[src/rtl/lsu_pkg.sv]
// Shared types and encodings for the load/store unit.
// Imported by the LSU datapath and its load-extension helper.
package lsu_pkg;

    typedef enum logic [1:0] {
        S_IDLE,
        S_ACCESS,
        S_SPLIT,
        S_RESP
    } lsu_state_e;

    localparam logic [2:0] F3_B  = 3'd0;
    localparam logic [2:0] F3_H  = 3'd1;
    localparam logic [2:0] F3_W  = 3'd2;
    localparam logic [2:0] F3_BU = 3'd4;
    localparam logic [2:0] F3_HU = 3'd5;

    localparam logic [1:0] SZ_BYTE = 2'b00;
    localparam logic [1:0] SZ_HALF = 2'b01;
    localparam logic [1:0] SZ_WORD = 2'b10;

endpackage

[src/rtl/lsu_load_extend.sv]
// Sign/zero extension of raw load data by RV32 funct3.
// Purely combinational.
module lsu_load_extend
    import lsu_pkg::*;
(
    input  logic [2:0]  funct3_i,
    input  logic [31:0] raw_i,
    output logic [31:0] data_o
);

    always_comb begin
        data_o = raw_i;
        case (funct3_i)
            F3_B:    data_o = {{24{raw_i[7]}}, raw_i[7:0]};
            F3_H:    data_o = {{16{raw_i[15]}}, raw_i[15:0]};
            F3_BU:   data_o = {24'b0, raw_i[7:0]};
            F3_HU:   data_o = {16'b0, raw_i[15:0]};
            default: data_o = raw_i;
        endcase
    end

endmodule

[src/rtl/load_store_unit.sv]
// Sequential RV32 load/store unit; misaligned half/word
// accesses are split into byte accesses to data memory.
module load_store_unit
    import lsu_pkg::*;
#(
    parameter int MEM_BYTES = 1024
) (
    input  logic        clk,
    input  logic        rst_n,
    input  logic        req_valid,
    output logic        req_ready,
    input  logic        req_is_load,
    input  logic        req_is_store,
    input  logic [2:0]  req_funct3,
    input  logic [31:0] req_addr,
    input  logic [31:0] req_wdata,
    output logic        resp_valid,
    output logic [31:0] resp_rdata,
    output logic        resp_err,
    output logic        mem_read,
    output logic        mem_write,
    output logic [1:0]  mem_size,
    output logic [31:0] mem_addr,
    output logic [31:0] mem_wdata,
    input  logic [31:0] mem_rdata
);

    lsu_state_e  state_q;
    logic [1:0]  k_q;
    logic [31:0] addr_q;
    logic [31:0] wdata_q;
    logic [2:0]  f3_q;
    logic        load_q;
    logic        err_q;
    logic [31:0] raw_q;

    logic [1:0]  nm1;
    logic        f3_ok;
    logic        dir_ok;
    logic [32:0] last_byte;
    logic        req_bad;
    logic        aligned;
    logic [31:0] ext_data;

    always_comb begin
        nm1 = 2'd0;
        case (req_funct3[1:0])
            2'd1:    nm1 = 2'd1;
            2'd2:    nm1 = 2'd3;
            default: nm1 = 2'd0;
        endcase
        f3_ok = (req_funct3 == F3_B) || (req_funct3 == F3_H)
             || (req_funct3 == F3_W);
        if (req_is_load)
            f3_ok = f3_ok || (req_funct3 == F3_BU)
                 || (req_funct3 == F3_HU);
        dir_ok = req_is_load ^ req_is_store;
        // 33-bit sum so an access running past 2^32 is caught, not wrapped
        last_byte = {1'b0, req_addr} + {31'b0, nm1};
        req_bad = !dir_ok || !f3_ok || (last_byte >= 33'(MEM_BYTES));
        aligned = (req_addr[1:0] & nm1) == 2'b00;
    end

    always_ff @(posedge clk or negedge rst_n) begin
        if (!rst_n) begin
            state_q <= S_IDLE;
            k_q     <= 2'd0;
            addr_q  <= 32'd0;
            wdata_q <= 32'd0;
            f3_q    <= 3'd0;
            load_q  <= 1'b0;
            err_q   <= 1'b0;
            raw_q   <= 32'd0;
        end else begin
            unique case (state_q)
                S_IDLE: begin
                    if (req_valid) begin
                        addr_q  <= req_addr;
                        wdata_q <= req_wdata;
                        f3_q    <= req_funct3;
                        load_q  <= req_is_load;
                        err_q   <= req_bad;
                        raw_q   <= 32'd0;
                        k_q     <= 2'd0;
                        if (req_bad)
                            state_q <= S_RESP;
                        else if (aligned)
                            state_q <= S_ACCESS;
                        else
                            state_q <= S_SPLIT;
                    end
                end
                S_ACCESS: begin
                    if (load_q)
                        raw_q <= mem_rdata;
                    state_q <= S_RESP;
                end
                S_SPLIT: begin
                    if (load_q)
                        raw_q[{k_q, 3'b000} +: 8] <= mem_rdata[7:0];
                    if (k_q == (f3_q[1] ? 2'd3 : 2'd1)) begin
                        k_q     <= 2'd0;
                        state_q <= S_RESP;
                    end else begin
                        k_q <= k_q + 2'd1;
                    end
                end
                S_RESP: state_q <= S_IDLE;
                default: state_q <= S_IDLE;
            endcase
        end
    end

    lsu_load_extend u_ext (
        .funct3_i (f3_q),
        .raw_i    (raw_q),
        .data_o   (ext_data)
    );

    always_comb begin
        req_ready  = (state_q == S_IDLE);
        resp_valid = (state_q == S_RESP);
        resp_err   = resp_valid && err_q;
        resp_rdata = (resp_valid && load_q && !err_q) ? ext_data : 32'd0;
        mem_read   = 1'b0;
        mem_write  = 1'b0;
        mem_size   = SZ_BYTE;
        mem_addr   = 32'd0;
        mem_wdata  = 32'd0;
        if (state_q == S_ACCESS) begin
            mem_read  = load_q;
            mem_write = !load_q;
            mem_size  = f3_q[1:0];
            mem_addr  = addr_q;
            mem_wdata = wdata_q;
        end else if (state_q == S_SPLIT) begin
            mem_read  = load_q;
            mem_write = !load_q;
            mem_addr  = addr_q + {30'b0, k_q};
            mem_wdata = {24'b0, wdata_q[{k_q, 3'b000} +: 8]};
        end
    end

endmodule

[config.mk]
export PLATFORM = sky130hd
export DESIGN_NAME = load_store_unit
export DESIGN_NICKNAME = d
export VERILOG_FILES = /design/src/rtl/lsu_pkg.sv /design/src/rtl/lsu_load_extend.sv /design/src/rtl/load_store_unit.sv
export SDC_FILE = /design/constraint.sdc
export NUM_CORES = 1
export LEC_CHECK = 0
export CAP_MARGIN = 20
export CORE_MARGIN = 1.5
export CORE_UTILIZATION = 30
export CTS_BUF_LIST = sky130_fd_sc_hd__clkbuf_4 sky130_fd_sc_hd__clkbuf_8 sky130_fd_sc_hd__clkbuf_16
export DETAILED_ROUTE_END_ITERATION = 16
export PLACE_DENSITY = 0.52
export SLEW_MARGIN = 20
export SYNTH_ARGS = -nofsm -noshare
export SYNTH_HDL_FRONTEND = slang
export SYNTH_HIERARCHICAL = 1
export SYNTH_SLANG_ARGS = --single-unit
export TNS_END_PERCENT = 5
[constraint.sdc]
create_clock -name clk -period 3.2 [get_ports clk]
set_clock_uncertainty 0.1 [all_clocks]
set_input_delay 0.64 -clock clk [delete_from_list [all_inputs] [get_ports clk]]
set_output_delay 0.64 -clock clk [all_outputs]
set_load 0.02 [all_outputs]
==> results of run 1 <==
==> cell type report <==
class	instances	area, um^2
Clock buffer	11	246
Tap cell	313	392
Clock inverter	5	63.8
Multi-Input combinational cell	564	4180
Fill cell	2307	12600
Timing Repair Buffer	279	2590
Inverter	35	131
Sequential cell	105	2630
==> timing repair <==
action	4_1_cts	5_1_grt
pin swaps	10	10
resized for setup	102	45
setup buffers	0	9
endpoints found under the setup margin	71	41
==> metal layers <==
layer,wire [um],GRT usage [%],vias to the layer above
met2,10200,29.2,180
li1,-,-,3166
met3,1120,3.21,29
met1,10700,26.3,3152
met5,12,0,-
met4,467,6.39,2
==> metrics by stage <==
stage	cells	setup TNS, ps
floorplan	756	0
global placement	1287	-3180
detailed placement	1287	-3500
CTS	1303	-457
global route	1312	-1210
finish	1312	0
==> critical path, cell delays in order (launching register included) <==
cell and delay (ps):
dfrtp_2 440, ha_4 290, a21oi_4 50, nor4b_2 250, buf_4 160, nand2_2 60
nor2_2 130, buf_6 140, nand4_1 100, xor2_1 180, nor2_1 110, buf_4 150
==> flip-flops by register name, indices dropped and copies added (netlist names) <==
signal,cells
addr_q,32
err_q,1
f3_q,3
k_q,2
load_q,1
raw_q,32
state_q,2
wdata_q,32
==> power by group through the flow <==
stage                     Sequential (mW)  Clock [mW]  Combinational, mW
after floorplan                      2.32           0               3.06
after global placement               2.43           0               4.95
after detailed placement             2.45           0               4.96
after CTS                            2.42        1.22               4.89
after global routing                 2.54        1.27               5.41
final                                2.43        1.18               4.94
==> Yosys cell counts, types with 2 or more instances <==
master / instances / area (um^2)
a311oi_1: 3 / 26.3
buf_6: 2 / 22.5
xnor2_1: 7 / 61.3
inv_1: 35 / 131
a211o_1: 3 / 26.3
mux2_2: 67 / 754
xor2_1: 20 / 175
nand3_1: 19 / 95.1
fa_1: 2 / 40.0
nand2_1: 81 / 304
nand2b_1: 3 / 18.8
nor2b_1: 3 / 18.8
and3_1: 12 / 75.1
nor4_1: 4 / 25.0
clkbuf_1: 35 / 131
o21ai_0: 59 / 295
and2_1: 61 / 382
a22oi_1: 24 / 180
nor4b_1: 2 / 17.5
mux4_2: 8 / 180
nor3_2: 2 / 20.0
a211o_2: 2 / 20.0
or2_2: 3 / 18.8
ha_1: 18 / 225
dfrtp_1: 105 / 2630
nor4bb_1: 2 / 20.0
or3_1: 3 / 18.8
nand4_1: 15 / 93.8
nor2_1: 47 / 176
buf_1: 3 / 11.3
a21oi_1: 8 / 40.0
buf_4: 9 / 67.6
o2111ai_1: 2 / 17.5
a22o_1: 19 / 166
o22ai_1: 25 / 156
nor3_1: 2 / 10.0
and4_1: 8 / 70.1
nor3b_1: 3 / 22.5
==> how the worst max path moves through the flow <==
stage / to / slack, ps / cells past startpoint
2_1_floorplan: state_q[0]$_DFFE_PN0P_ / 10 / 11
3_3_place_gp: state_q[1]$_DFFE_PN0P_ / -740 / 12
3_5_place_dp: state_q[1]$_DFFE_PN0P_ / -820 / 12
4_1_cts: mem_addr[22] / -130 / 11
5_1_grt: mem_addr[21] / -160 / 11
6_report: mem_addr[21] / 40 / 11
==> cell families after synthesis <==
family                     count (synthesis)  synth area share (%)
AOI/OAI and AO/OA                        159                  15.0
xor gates and xnor gates                  27                  3.35
adders and majority gates                 20                  3.76
buffers and inverters                     87                  5.41
DFF                                      105                  37.2
muxes                                     77                  13.6
and+or+nand+nor                          281                  21.7
==> results.txt, run 1 <==
Utilization after layout: 44.8%
Worst reg2reg setup slack: 750 ps
Syn Area/Cell: 9.33 um^2
Reg2Reg Capture Point: raw_q[1]$_DFFE_PN0P_
Chip width: 156 um
Synth Register Bits: 105
Crit path DAT: 2420 ps
First-pass GRT wire length: 36100 um
Post-synthesis cell type count: 68
Final setup violation count: 0
Rel. slew slack: 52.4%
Syn nets: 880
Placement Cell Area: 9770 um^2
Final WL: 22500 um
Row cnt: 55
Comb power frac: 57.8%
Hold WS: 226 ps
Startpoint types: flip-flop
Max Freq: 316 MHz
Vias per cell: 4.98
Max Cap Viol: 0
Sequential share of the synthesized area: 37.2%
Req. time, crit path: 2460 ps
CTS sink count: 105
P_leak: 4.25 nW
Insertion delay to the later sink of the worst-skew pair: 360 ps
Reg-to-Reg Start: k_q[0]$_DFFE_PN0P_
Ys async rst share: 100%
Post-route setup slack: 39.3 ps
Post-synth EDFFs: 0
Slew Viols, Final: 0
Top_reg_cell synth: dfrtp_1
Clock Power Share: 13.8%
Diodes inserted: 0
GPL Wtd Cong: 0.780
Via count: 6529
Most frequent cells in the layout: clkdlybuf4s50_1, dfrtp_1, buf_4, nand2_1, mux2_2
Total Power: 8.56 mW
Hold_buf cts: 0
Placement Setup Slack: -822 ps
Int Pwr: 4.92 mW
Max FO, Critical Path: 7
Initial DRC count: 317
Switching share of power: 42.5%
All-Layer GR Usage: 18.8%
Synthesized area: 7050 um^2
TritonCTS clock tree: built
Dpl hpwl: 16300 um
Post-DR wirelength/cell: 17.1 um
GRT overflow: 0
Setup CP Type: reg -> out
Sequential share of power: 28.4%
Final period util: 98.8%
Post-route ant nets: 0
Largest net degree at the start of global routing: 68
Fin. Hold Viols: 0
Initial core utilization: 30.9%
NetSw: 3.64 mW
Hold crit path type: in -> async
Worst R2R Path Depth: 8
Die H: 156 um
Worst slew pin tran: 714 ps
RSZ-0062 raised after global routing: true
Final Critical Period: 3160 ps
CP Capture Type: output pin
Area added between synthesis and finish: 45.1%
TritonCTS Buffers: 9
H-tree lvl count: 3
VDD IR max: 0.664 mV
Synthesis Warnings: 6
Crit path from: k_q[1]$_DFFE_PN0P_
Final instance area: 10200 um^2
CTS max path bufs: 2
DRT Pass-1 Iters: 5
Vias in the first global route: 6531
Port bufs: 206
Initial antenna violation count: 1
Cell count after synthesis: 756
Most common cell after layout, fill and taps aside: clkdlybuf4s50_1
Share of post-route cells with drive strength above 1: 23.0%
Root Driver: clkbuf_16
Worst-path clk slew: 80 ps
I/O Pins: 207
NumNets Final: 1118
Die area: 24400 um^2
Core area: 22800 um^2
Power Dens Cells: 836 nW/um^2
Remaining DRCs: 0
Status: finished clean
No activity file was read; power rests on OpenSTA's default activity.
==> run 2: changes to the inputs <==
CORE_UTILIZATION = 35   (was 30)
PLACE_DENSITY = 0.6   (was 0.52)
SYNTH_HIERARCHICAL = not set   (was 1)
==> run 2 against run 1 <==
Net effect:
- the run now ends with negative setup slack left
- highest routed layer is now met4
- first-iteration DRC count is 2.8% higher
- critical path type unchanged
- synthesized cell count shrank 8.2%
- fmax is 4.1% lower
==> results.txt, run 2 <==
Setup total negative slack: -101 ps (-101 ps)
Dpl hpwl: 15200 um (-6.4%)
Syn nets: 818 (-7.0%)
Chip width: 141 um (-10%)
Via count: 6179 (-5.4%)
XOR/XNOR Fraction of Synth Area: 3.56% (+0.21 points)
H-tree lvl count: 3 (unchanged)
Rel. slew slack: 47.9% (-4.5 points)
Synth Register Bits: 105 (unchanged)
Post-synth top area share: 39.6% (+2.3 points)
Initial DRC count: 326 (+2.8%)
Fin. Hold Viols: 0 (unchanged)
Main combinational cell family by area after synthesis: simple AND/OR/NAND/NOR gates
Hold crit path type: in -> async
Worst-path clk slew: 70 ps (about the same)
Final Critical Period: 3300 ps (+135 ps)
NumNets Final: 1060 (-5.2%)
Diodes inserted: 0 (unchanged)
CTS max path bufs: 2 (unchanged)
Simple-Gate Fraction of Synth Area: 18.5% (-3.1 points)
Remaining DRCs: 0 (unchanged)
Vias in the first global route: 6175 (-5.5%)
Core area: 18600 um^2 (-18%)
DRT Pass-1 Iters: 5 (unchanged)
Area added between synthesis and finish: 46.3%
Die H: 141 um (-10%)
Switching share of power: 43.2% (+0.67 points)
Clock Power Share: 13.0% (-0.8 points)
CP Capture Type: output pin
Sequential share of power: 28.5% (about the same)
Insertion delay to the later sink of the worst-skew pair: 350 ps (about the same)
First-pass GRT wire length: 33100 um (-8.3%)
Reg2Reg Capture Point: raw_q[25]$_DFFE_PN0P_
Vias per cell: 5.26 (+5.7%)
Final WL: 20700 um (-7.8%)
Setup CP Type: reg -> out
Max Freq: 303 MHz (-4.1%)
Initial antenna violation count: 0 (-1)
TritonCTS Buffers: 9 (unchanged)
Post-synth EDFFs: 0 (unchanged)
Power Dens Cells: 869 nW/um^2 (+3.9%)
Most common cell after layout, fill and taps aside: clkdlybuf4s50_1
Most common cell in the netlist: dfrtp_1
Final setup violation count: 2 (+2)
Post-DR wirelength/cell: 17.7 um (+3.0%)
GPL Wtd Cong: 0.888 (+14%)
Worst slew pin tran: 781 ps (+67.7 ps)
Synthesized area: 6640 um^2 (-5.9%)
GRT overflow: 0 (unchanged)
NetSw: 3.65 mW (+0.15%)
Crit path DAT: 2560 ps (+140 ps)
Ys async rst share: 100% (unchanged)
Reg-to-Reg Start: k_q[0]$_DFFE_PN0P_
TritonCTS clock tree: built
Post-route setup slack: -95.9 ps (-135 ps)
Post-route ant nets: 0 (unchanged)
Comb power frac: 58.4% (+0.6 points)
CTS sink count: 105 (unchanged)
Syn Area/Cell: 9.57 um^2 (+2.5%)
Row cnt: 50 (-9.1%)
I/O Pins: 207 (unchanged)
Req. time, crit path: 2460 ps (about the same)
All-Layer GR Usage: 21.1% (+2.3 points)
Top Registers: addr_q (32), raw_q (32), wdata_q (32)
Max Cap Viol: 0 (unchanged)
Crit path from: addr_q[0]$_DFFE_PN0P_
Startpoint types: flip-flop
Post-synthesis compound-gate area fraction: 16.0% (+1.0 points)
RSZ-0062 raised after global routing: true
Post-synthesis cell type count: 56 (-18%)
VDD IR max: 0.407 mV (-39%)
Multiplexer area fraction after synthesis: 14.5% (+0.93 points)
Top_reg_cell synth: dfrtp_1
Placement Setup Slack: -592 ps (+230 ps)
Largest cells by area after synthesis: dfrtp_1, mux2_2, o21ai_0, ha_1, and2_1
P_leak: 4.36 nW (+2.7%)
Filler cells: 1768 (-23%)
Max FO, Critical Path: 4 (-3)
Int Pwr: 4.79 mW (-2.5%)
Worst reg2reg setup slack: 570 ps (-180 ps)
Most frequent cells in the layout: clkdlybuf4s50_1, dfrtp_1, buf_4, mux2_2, nand2_1
Status: finished, violations left
Port bufs: 206 (unchanged)
Hold WS: 246 ps (+20.0 ps)
Worst R2R Path Depth: 8 (unchanged)
Synth Area in Adders: 4.00% (+0.24 points)
Die area: 19800 um^2 (-19%)
Sequential share of the synthesized area: 39.6% (+2.3 points)
Most frequent cells after synthesis: dfrtp_1, mux2_2, nand2_1
Failing checks: negative setup slack
Share of post-route cells with drive strength above 1: 22.1% (-0.92 points)
Largest net degree at the start of global routing: 68 (unchanged)
Root Driver: clkbuf_16
Initial core utilization: 35.6% (+4.7 points)
Cell count after synthesis: 694 (-8.2%)
Final period util: 103% (+4.2 points)
Slew Viols, Final: 0 (unchanged)
Synthesis Warnings: 0 (-6)
Synth area leader: dfrtp_1
run 2: cell count changes after synthesis, sizes merged, moves of 5 or more:
cell	before	now
or3	3	10
clkbuf	37	32
a31oi	1	8
a21oi	8	35
o21ai	60	50
and2	61	37
a211o	5	0
and3	12	7
and4	8	3
buf	15	3
nand2	81	56
run 2: metrics by stage:
step	cells	instance area, um^2	utilization (%)	total power, mW
after floorplan	694	6640	-	5.35
after global placement	1156	9340	50.1	7.46
after detailed placement	1156	9340	50.1	7.51
after CTS	1173	9650	51.8	8.52
after global routing	1175	9710	52.1	9.05
final	1175	9710	52.1	8.44
run 2: logic make-up (layout without fill, tap and decap cells):
family | Yosys count | in the layout
fa+ha+maj | 20 | 20
simple gates | 225 | 225
flops | 105 | 105
xor+xnor | 27 | 27
compound gates | 171 | 171
mux | 78 | 78
buf+inv | 68 | 315
run 2: cell type report:
cell class              count  area, um^2  share of cell area [%]
clock buffers              12         254                    2.61
clock inverters             4        35.0                   0.361
inverters                  33         124                    1.28
multi-input cells         521        3860                    39.7
flip-flops and latches    105        2630                    27.1
well taps                 234         293                    3.01
repair buffers            266        2520                    26.0
run 2: worst max-delay path by stage:
stage	to	slack, ps
after global placement	state_q[1]$_DFFE_PN0P_	-500
after detailed placement	state_q[1]$_DFFE_PN0P_	-590
after global routing	mem_addr[24]	-230
after CTS	mem_addr[20]	-70
final	mem_addr[24]	-100
after floorplan	mem_addr[26]	120
run 2: what timing repair did:
action                                  in CTS  in global routing
gates resized for setup                     88                 66
endpoints found under the setup margin      67                 48
cloned                                       0                  0
buffers inserted                             1                  2
pin swaps                                    2                 11
hold buffers                                 0                  0
run 2: metal layers:
metal,global-route usage [%],wire length (um)
met1,28.7,9560
met2,34.2,9660
met3,4.65,1230
met4,4.99,299
met5,0,0
run 2: critical path, cell delays in order, from the launching register on:
cell	delay (ps)
dfrtp_1	390
ha_4	160
fa_2	190
nand3b_1	130
nor4_4	380
nand3_2	200
buf_4	180
buf_4	120
nor2b_2	110
xnor2_1	60
nor2_1	100
buf_2	180
run 2: power groups by stage:
stage | combinational [mW] | sequential [mW] | clock (mW)
3_3_place_gp | 5.06 | 2.40 | 0
6_report | 4.93 | 2.41 | 1.10
4_1_cts | 4.99 | 2.40 | 1.13
2_1_floorplan | 3.01 | 2.34 | 0
3_5_place_dp | 5.08 | 2.43 | 0
5_1_grt | 5.36 | 2.50 | 1.19
==> run 3: changes to the inputs <==
CORE_MARGIN = 1   (was 1.5)
CTS_CLUSTER_SIZE = 14   (was not set)
SLEW_MARGIN = not set   (was 20)
==> run 3 against run 2 <==
Net effect:
- the run now ends clean
- non-clock buffer count rose by 6
- register-to-register slack better by 80 ps
- die area is 1.4% lower
- final area up 1.1%
- setup slack improved by 190 ps
- flip-flop and latch count unchanged
- clock power about the same
- count of clock-buffer cells in the layout fell by 2
- final cell count increased by 0.51%
- sequential power about the same
- largest power group unchanged
- highest routed layer unchanged
==> results.txt, run 3 (synthesized netlist as in run 2, its figures left out) <==
H-tree lvl count: 3 (unchanged)
Slew Viols, Final: 0 (unchanged)
Initial DRC count: 355 (+8.9%)
Hold WS: 214 ps (-31.2 ps)
CTS sink count: 105 (unchanged)
Switching share of power: 43.3% (+0.062 points)
Largest net degree at the start of global routing: 69 (+1.5%)
Worst reg2reg setup slack: 650 ps (+80 ps)
GRT met2 Usage: 33.6% (-0.67 points)
Insertion delay to the later sink of the worst-skew pair: 350 ps (about the same)
DRT Pass-1 Iters: 5 (unchanged)
I/O Pins: 207 (unchanged)
Vias per cell: 5.29 (+0.67%)
Diodes inserted: 0 (unchanged)
Most frequent cells in the layout: clkdlybuf4s50_1, dfrtp_1, mux2_2, buf_4, nand2_1
Most common cell after layout, fill and taps aside: clkdlybuf4s50_1
Startpoint types: flip-flop
Root Driver: clkbuf_16
Vias in the first global route: 6097 (-1.3%)
Post-route ant nets: 0 (unchanged)
Final WL: 20600 um (-0.80%)
Register area: 2630 um^2 (about the same)
WP buf/inv: 3 (unchanged)
GRT overflow: 0 (unchanged)
Via count: 6252 (+1.2%)
Worst slew pin tran: 656 ps (-126 ps)
Die H: 140 um (-0.71%)
First-pass GRT wire length: 32900 um (-0.46%)
Crit-path max cell delay: 420 ps (+30 ps)
Delay-heaviest family, CP: buffers and inverters
Crit path to: mem_addr[11]
Crit path from: k_q[1]$_DFFE_PN0P_
Initial core utilization: 35.6% (unchanged)
Post-DR wirelength/cell: 17.4 um (-1.3%)
CP Capture Type: output pin
Max Cap Viol: 0 (unchanged)
Fin. Hold Viols: 0 (unchanged)
Initial antenna violation count: 0 (unchanged)
Final setup violation count: 0 (-2)
Core area: 18600 um^2 (unchanged)
Multi-input logic area: 3890 um^2 (+0.88%)
Final period util: 97.1% (-5.8 points)
Placement Cell Area: 9360 um^2 (+0.27%)
Reg-to-Reg Start: state_q[0]$_DFFE_PN0P_
Max FO, Critical Path: 5 (+1)
Worst-path clk slew: 80 ps (about the same)
Hold crit path type: in -> async
Comb power frac: 58.3% (about the same)
NumNets Final: 1066 (+0.57%)
TritonCTS clock tree: built
Dpl hpwl: 15200 um (-0.61%)
Clock Power Share: 12.9% (about the same)
Setup CP Type: reg -> out
Crit path DAT: 2370 ps (-190 ps)
Chip width: 140 um (-0.71%)
All-Layer GR Usage: 21.2% (+0.14 points)
Port bufs: 206 (unchanged)
Area added between synthesis and finish: 47.9%
Met1 layer usage reported by global route: 29.5% (+0.75 points)
CP Cell Sequence: ha_1 -> a21oi_2 -> nor3_2 -> buf_4 -> and2_1 -> buf_4 -> xnor2_1 -> nor2_1 -> clkdlybuf4s15_1
Most used routing layer: met2
RSZ-0062 raised after global routing: true
TritonCTS Buffers: 9 (unchanged)
CTS max path bufs: 2 (unchanged)
Status: finished clean
Final Critical Period: 3110 ps (-187 ps)
NetSw: 3.67 mW (+0.55%)
Remaining DRCs: 0 (unchanged)
Max Freq: 322 MHz (+6.0%)
Power Dens Cells: 863 nW/um^2 (-0.65%)
Row cnt: 50 (unchanged)
Top Registers: addr_q (32), raw_q (32), wdata_q (32)
Worst path slowest cell: dfrtp_1
P_leak: 4.46 nW (+2.2%)
Die area: 19500 um^2 (-1.4%)
Sequential share of power: 28.8% (+0.3 points)
Worst R2R Path Depth: 9 (+1)
GPL Wtd Cong: 0.853 (-4.0%)
Int Pwr: 4.81 mW (+0.29%)
Filler cells: 1742 (-1.5%)
Final instance area: 9820 um^2 (+1.1%)
Reg2Reg Capture Point: raw_q[1]$_DFFE_PN0P_
Rel. slew slack: 56.0% (+8.1 points)
VDD IR max: 0.428 mV (+5.3%)
Share of post-route cells with drive strength above 1: 23.1% (+1.0 points)
Setup total negative slack: 0 ps (+101 ps)
CP dominant cell by count: buf_4
Stages on worst setup path: 9 (-2)
Hold_buf cts: 0 (unchanged)
Req. time, crit path: 2460 ps (about the same)
Met3 Usage GRT: 4.37% (-0.28 points)
## run 3: changes by cell type in the layout (fill, tap and decap cells not counted), sizes merged, moves of 2 or more
cell           previous run  this run
dlymetal6s2s             24        31
buf                      75        82
dlygate4sd2              12         5
clkbuf                   21        15
clkdlybuf4s15             0         2
clkinv                    2         5
## run 3: worst min path at each step
stage                            end            startpoint
2_1_floorplan  addr_q[0]$_DFFE_PN0P_                 rst_n
3_3_place_gp    raw_q[6]$_DFFE_PN0P_  raw_q[6]$_DFFE_PN0P_
3_5_place_dp    raw_q[5]$_DFFE_PN0P_  raw_q[5]$_DFFE_PN0P_
4_1_cts         raw_q[3]$_DFFE_PN0P_                 rst_n
5_1_grt         raw_q[0]$_DFFE_PN0P_                 rst_n
6_report       raw_q[19]$_DFFE_PN0P_                 rst_n
## run 3: power by group through the flow
stage	Combinational, mW	Clock (mW)	Sequential, mW
CTS	4.99	1.13	2.42
global placement	5.03	0	2.42
floorplan	3.01	0	2.34
finish	4.94	1.09	2.44
detailed placement	5.05	0	2.45
global route	5.36	1.18	2.52
## run 3: metal layers
layer,vias up,wire (um)
met3,21,1370
met2,226,9560
met5,-,0
met4,0,282
li1,3009,-
met1,2996,9370
## run 3: through the flow
step / util (%) / std cells / total power [mW] / worst slack [ps]
6_report: 52.7 / 1181 / 8.47 / 91.3
4_1_cts: 51.9 / 1177 / 8.54 / -121
2_1_floorplan: - / 694 / 5.35 / 117
3_5_place_dp: 50.2 / 1161 / 7.50 / -610
5_1_grt: 52.7 / 1181 / 9.06 / -32.6
3_3_place_gp: 50.2 / 1161 / 7.44 / -540
## run 3: layout make-up
type,instances,area share (%)
timing repair buffer,272,26.4
multi-input combinational,521,39.6
clock inverter,6,0.535
clock buffer,10,2.43
sequential,105,26.8
inverter,33,1.26
tap,234,2.98
## run 3: what timing repair did
action                                  4_1_cts  5_1_grt
endpoints found under the setup margin       46       56
gates resized for setup                      76       78
setup buffers                                 0        4
cloned                                        0        0
pin swaps                                     2       12
